`config.mk`:
```
export PLATFORM = sky130hd
export DESIGN_NAME = hazard_ctrl
export DESIGN_NICKNAME = d
export VERILOG_FILES = /design/src/rtl/hazard_ctrl.sv
export SDC_FILE = /design/constraint.sdc
export NUM_CORES = 1
export LEC_CHECK = 0
export BUFFER_PORTS_ARGS = -buffer_cell sky130_fd_sc_hd__buf_2
export CAP_MARGIN = 20
export CELL_PAD_IN_SITES_DETAIL_PLACEMENT = 1
export CELL_PAD_IN_SITES_GLOBAL_PLACEMENT = 1
export CORE_MARGIN = 1.5
export CORE_UTILIZATION = 26
export CTS_CLUSTER_SIZE = 40
export DETAILED_ROUTE_END_ITERATION = 8
export GPL_TIMING_DRIVEN = 0
export PLACE_DENSITY = 0.89
export REMOVE_ABC_BUFFERS = 1
export SKIP_CTS_REPAIR_TIMING = 1
export SLEW_MARGIN = 20
export SYNTH_ARGS = -nofsm -noshare
export SYNTH_HDL_FRONTEND = slang
export SYNTH_SLANG_ARGS = --single-unit
export TNS_END_PERCENT = 100
```
`constraint.sdc`:
```
create_clock -name clk -period 5.1 [get_ports clk]
set_clock_uncertainty 0.2 [all_clocks]
set_input_delay 1.02 -clock clk [delete_from_list [all_inputs] [get_ports clk]]
set_output_delay 1.02 -clock clk [all_outputs]
set_load 0.005 [all_outputs]
```
`src/rtl/hazard_ctrl.sv`:
```
// hazard_ctrl: pipeline stall/flush controller with multi-cycle execute counter and deferred fetch redirect
module hazard_ctrl #(
  parameter int MUL_LAT = 4,
  parameter int REG_W = 5
) (
  input  logic             clk,
  input  logic             reset,
  input  logic             i_wait,
  input  logic             d_wait,
  input  logic             ex_multi,
  input  logic             ex_redirect,
  input  logic             de_is_load,
  input  logic [REG_W-1:0] de_rd,
  input  logic [REG_W-1:0] fd_rs1,
  input  logic [REG_W-1:0] fd_rs2,
  output logic [3:0]       enable,
  output logic [3:0]       flush,
  output logic             pc_en,
  output logic             pc_sel_redirect,
  output logic             redirect_pending
);
  localparam int CW = MUL_LAT > 2 ? $clog2(MUL_LAT) : 1;
  typedef enum logic {IDLE, MBUSY} state_t;
  state_t state_q, state_d;
  logic [CW-1:0] cnt_q, cnt_d;
  logic pend_q, pend_d;
  logic load_use, mul_start, mul_stall, stall_m, stall_e, stall_d, redirect_take, pend_fire;
  always_comb begin
    load_use = de_is_load && de_rd != '0 && (de_rd == fd_rs1 || de_rd == fd_rs2);
    mul_start = state_q == IDLE && ex_multi && MUL_LAT > 1;
    mul_stall = state_q == IDLE ? mul_start : cnt_q != '0;
    stall_m = d_wait;
    stall_e = stall_m || mul_stall;
    stall_d = stall_e || load_use;
    redirect_take = ex_redirect && !stall_e;
    pend_fire = pend_q && !i_wait;
    state_d = state_q == IDLE ? (mul_start ? MBUSY : IDLE) : (cnt_q == '0 && !d_wait ? IDLE : MBUSY);
    cnt_d = mul_start ? CW'(MUL_LAT - 2) : (state_q == MBUSY && cnt_q != '0 ? cnt_q - 1'b1 : cnt_q);
    pend_d = !pend_fire && (pend_q || (redirect_take && i_wait));
    enable = reset ? 4'b1111 : {1'b1, !stall_m, !stall_e, !stall_d};
    flush = reset ? 4'b1111 : {stall_m, stall_e && !stall_m, redirect_take || (load_use && !stall_e),
                               redirect_take || pend_fire || (!stall_d && i_wait)};
    pc_sel_redirect = !reset && ((redirect_take && !i_wait) || pend_fire);
    pc_en = !reset && (pc_sel_redirect || (!stall_d && !i_wait));
    redirect_pending = pend_q && !reset;
  end
  always_ff @(posedge clk) begin
    if (reset) begin
      state_q <= IDLE;
      cnt_q <= '0;
      pend_q <= 1'b0;
    end else begin
      state_q <= state_d;
      cnt_q <= cnt_d;
      pend_q <= pend_d;
    end
  end
endmodule

```
* Word level (Yosys, flattened, before mapping)
Index checks and enable logic that the tools add are counted.
Word-level totals: bits of input ports 22, bits in registers 4, logic and storage cells 53
Cells by class: equality and inequality tests 2, muxes and demuxes 8, reduce and logical (&&, ||, !) cells 37, bitwise gates (word level) 1, $add $sub $neg 1
Operators with widths (count):
- $logic_and 1x1->1 | 17
- $eq 5x5->1 | 2
- $logic_or 1x1->1 | 9
- $logic_not 1->1 | 6
- $reduce_bool 5->1 | 1
- $mux 1 | 4
- $mux 2 | 2
- $mux 4 | 1
- $reduce_bool 2->1 | 2
- $mux 3 | 1
- $logic_not 2->1 | 1
- $reduce_or 2->1 | 1
- $sub 2x1->2 const B | 1
- $not 1->1 | 1

* Longest topological paths before layout
depth in word-level cells 11, gate-level depth with buffers 8, depth with buffers taken out 7

* Worst setup path after synthesis
Ideal clock, no wire load.
path type input to output, start input de_rd[1], end output flush[0], cell stages on the path 4, path buffers 0, arrival time 1.972 ns, setup slack 1.908 ns, cells stage by stage or4_1 -> o21a_1 -> nand2_2 -> a311o_1
On the way: longest elaborated chain between the ends 8, elaborated cells on any way between the ends 11, those cells by class 2 x eq/ne; 1 x mux; 8 x reduce/logical
Ends and longest elaborated chain:
- start, declared | line 13 | input logic [REG_W-1:0] de_rd,
- $eq 5x5->1 / $reduce_bool 5->1 (equally long branches) | line 29 | load_use = de_is_load && de_rd != '0 && (de_rd == fd_rs1 || de_rd == fd_rs2);
- $logic_or 1x1->1 / $logic_and 1x1->1 (equally long branches) | line 29
- $logic_and 1x1->1 (*) | line 29
- $logic_or 1x1->1 (*) | line 34 | stall_d = stall_e || load_use;
- $logic_not 1->1 (*) | line 42 | redirect_take || pend_fire || (!stall_d && i_wait)};
- $logic_and 1x1->1 (*) | line 42
- $logic_or 1x1->1 (*) | line 42
- $mux 4 (*) | line 41 | flush = reset ? 4'b1111 : {stall_m, stall_e && !stall_m, redirect_take || (load_use && !stall_e),
- end, declared | line 17 | output logic [3:0] flush,
Every way passes the cells marked *; elsewhere a longest branch is shown, timed or not.

* Worst setup path after layout
start input ex_multi, end output pc_en
On the way: longest elaborated chain between the ends 10, elaborated cells on any way between the ends 13, those cells by class 1 x mux; 12 x reduce/logical
Ends and longest elaborated chain:
- start, declared | line 10 | input logic ex_multi,
- $logic_and 1x1->1 (*) | line 30 | mul_start = state_q == IDLE && ex_multi && MUL_LAT > 1;
- $mux 1 (*) | line 31 | mul_stall = state_q == IDLE ? mul_start : cnt_q != '0;
- $logic_or 1x1->1 (*) | line 33 | stall_e = stall_m || mul_stall;
- $logic_not 1->1 | line 35 | redirect_take = ex_redirect && !stall_e;
- $logic_and 1x1->1 | line 35
- $logic_and 1x1->1 | line 43 | pc_sel_redirect = !reset && ((redirect_take && !i_wait) || pend_fire);
- $logic_or 1x1->1 | line 43
- $logic_and 1x1->1 | line 43
- $logic_or 1x1->1 (*) | line 44 | pc_en = !reset && (pc_sel_redirect || (!stall_d && !i_wait));
- $logic_and 1x1->1 (*) | line 44
- end, declared | line 18 | output logic pc_en,
Marked as above.

==> reports/qor.txt <==
Status: finished clean
Hold_sp: cnt_q[1]
Power Density: 195 mW/mm^2
Sw frac: 29.6%
Clk sinks: 4
Total CTS buffers: 3
Final Cycle Share: 68.6%
Synthesis-to-layout area growth: 43.2%
Endpoint, Worst Hold: cnt_q[1]
Synth Register Bits: 4
Max Freq: 286 MHz
Clock Latency Late Sink: 0.23 ns
DRC: 0
Min-delay worst type: reg2reg
NetSw: 35.1 uW
Combinational Power Share: 38.2%
DR WL/cell: 11.7 um
Crit path kind: in2out
Tightest Pin Transition: 0.544 ns
Peak fanout along the critical path: 8
Worst setup EP type: output port
Clock-pin slew on the worst setup and hold paths: 0.04 ns
DIE AREA: 0.00188 sq mm
GR Overflow Total: 0
Horiz. Die Dim: 43.3 um
Seq pwr share: 29.7%
Hold Path Depth: 2
Core ar.: 0.00151 sq mm
Total GRT Usage: 15.5%
RSZ-0062 raised after global routing: false
Distinct cells, synth: 28
Depth of the CTS H-tree: 1
Max_slew headroom: 63.7%
Worst R2R Path Depth: 7
Mapped Cells: 58
Post-synthesis sequential area ratio: 18.9%
Req. time, crit path: 3.88 ns
Root buf cell: clkbuf_4
Syn Area/Cell: 7.29 sq um
Synth Cell Area: 423 sq um
Vias in the first global route: 542
Row count: 14
Final worst slack: 1.60 ns
Max VDD drop: 0.0728 mV
Vias per cell: 4.91
Gpl congestion: 0.780
Pleak: 0.000287 uW
Final setup fails: 0
Fraction of registers with async set/reset: 0%
Pin count of the biggest net entering global routing: 15
Reg2reg setup slack: 3.30 ns
Setup tns final: 0 ns
Number of synthesized flops with an enable pin: 0
Primary FF master, synth: dfxtp_1
Drt first pass iters: 2
Diodes inserted: 0
Clock Power Share: 32.1%
Number of antenna violations at the first check in global routing: 0
Final HPWL DP: 1080 um
Data arrival, critical path: 2.28 ns
CTS max path bufs: 2
CTS tree: built
Num ports: 33
Cell-internal power: 83.3 uW
Final slew viol count: 0
Die Ht: 43.3 um
Share of layout cells above drive strength 1: 43.8%
Final Hold Fails: 0
Most common cell after layout, fill and taps aside: buf_2
Synth warn: 0
Worst r2r src: cnt_q[0]
Reg-to-reg endpoint: pend_q
Post-route antenna net violation count: 0
Most frequent cells in the layout: 31 x buf_2, 10 x xnor2_1, 5 x nor2_1
WL final: 1220 um
Fin crit period: 3.50 ns
Setup crit start kind: input port
1st-iter DRT viols: 5
PortBufs: 31
Nets: 114
Pre-CTS WS: 1.62 ns
Total of max-cap violations: 0
Initial Util: 28.1%
First-pass GRT wire length: 2240 um
Via Count: 516
## per-layer routing
metal	wire (um)	up-vias	GRT usage, %
li1	-	260	-
met2	695	12	30.1
met1	477	244	17.3
met4	0	0	3.64
met3	51	0	2.50
met5	0	-	0
## worst max-delay path, stage by stage
cell and delay (ns):
buf_2 0.11, o21ai_2 0.19, nor2b_1 0.49, o21ai_0 0.17, a31oi_1 0.16, buf_2 0.14
## kinds of logic after synthesis
group	share of synthesized area (%)
multiplexers	2.37
XOR/XNOR	20.7
flip-flops	18.9
AND/OR/NAND/NOR	27.2
adder cells (fa/ha/maj)	2.96
other	0.887
buffers and inverters	6.21
AO/OA/AOI/OAI	20.7
## layout make-up
| cell class | instances | area (sq um) |
|---|---|---|
| fill | 209 | 901 |
| multi-input combinational | 48 | 317 |
| timing repair buffer | 31 | 155 |
| sequential | 4 | 80.1 |
| clock buffer | 3 | 22.5 |
| tap | 16 | 20.0 |
| inverter | 3 | 11.3 |
## synth_stat cells, drive strengths merged (2+ instances only)
cell     n  area [sq um]
clkbuf   2          7.51
inv      3          11.3
nand3    3          15.0
or2      2          12.5
nor2     5          18.8
nor3     3          15.0
o21ai    2          13.8
nand2    5          21.3
xnor2   10          87.6
dfxtp    4          80.1
nor2b    3          18.8
a21oi    2          10.0
## worst max-delay path by stage
stage               slack, ns     start        to  depth (start not counted)
finish                   1.60  ex_multi     pc_en                          6
global route             1.42  ex_multi     pc_en                          6
CTS                      1.61  ex_multi     pc_en                          6
detailed placement       1.62  de_rd[4]  flush[0]                          7
global placement         1.66  de_rd[4]  flush[0]                          7
floorplan                1.91  de_rd[1]  flush[0]                          4
## state kept, by name, indices dropped and copies added (netlist names)
register	count
state_q	1
pend_q	1
cnt_q	2
## power by group through the flow
| stage | Sequential, uW | Combinational [uW] | Clock [uW] |
|---|---|---|---|
| after floorplan | 35.3 | 24.8 | 0 |
| final | 35.1 | 45.2 | 38.0 |
| after detailed placement | 35.7 | 45.8 | 0 |
| after global placement | 35.5 | 43.6 | 0 |
| after global routing | 35.3 | 51.7 | 43.1 |
| after CTS | 35.1 | 46.0 | 40.1 |
## stage by stage
step,cells,hold WS [ns],util [%],area (sq um),total power [uW]
after floorplan,55,0.247,-,408,60.1
after global placement,102,0.265,38.7,583,79.1
after detailed placement,102,0.285,38.7,583,81.4
after CTS,105,0.290,40.2,606,121
after global routing,105,0.331,40.2,606,130
final,105,0.279,40.2,606,118
No activity file was read; power rests on OpenSTA's default activity.
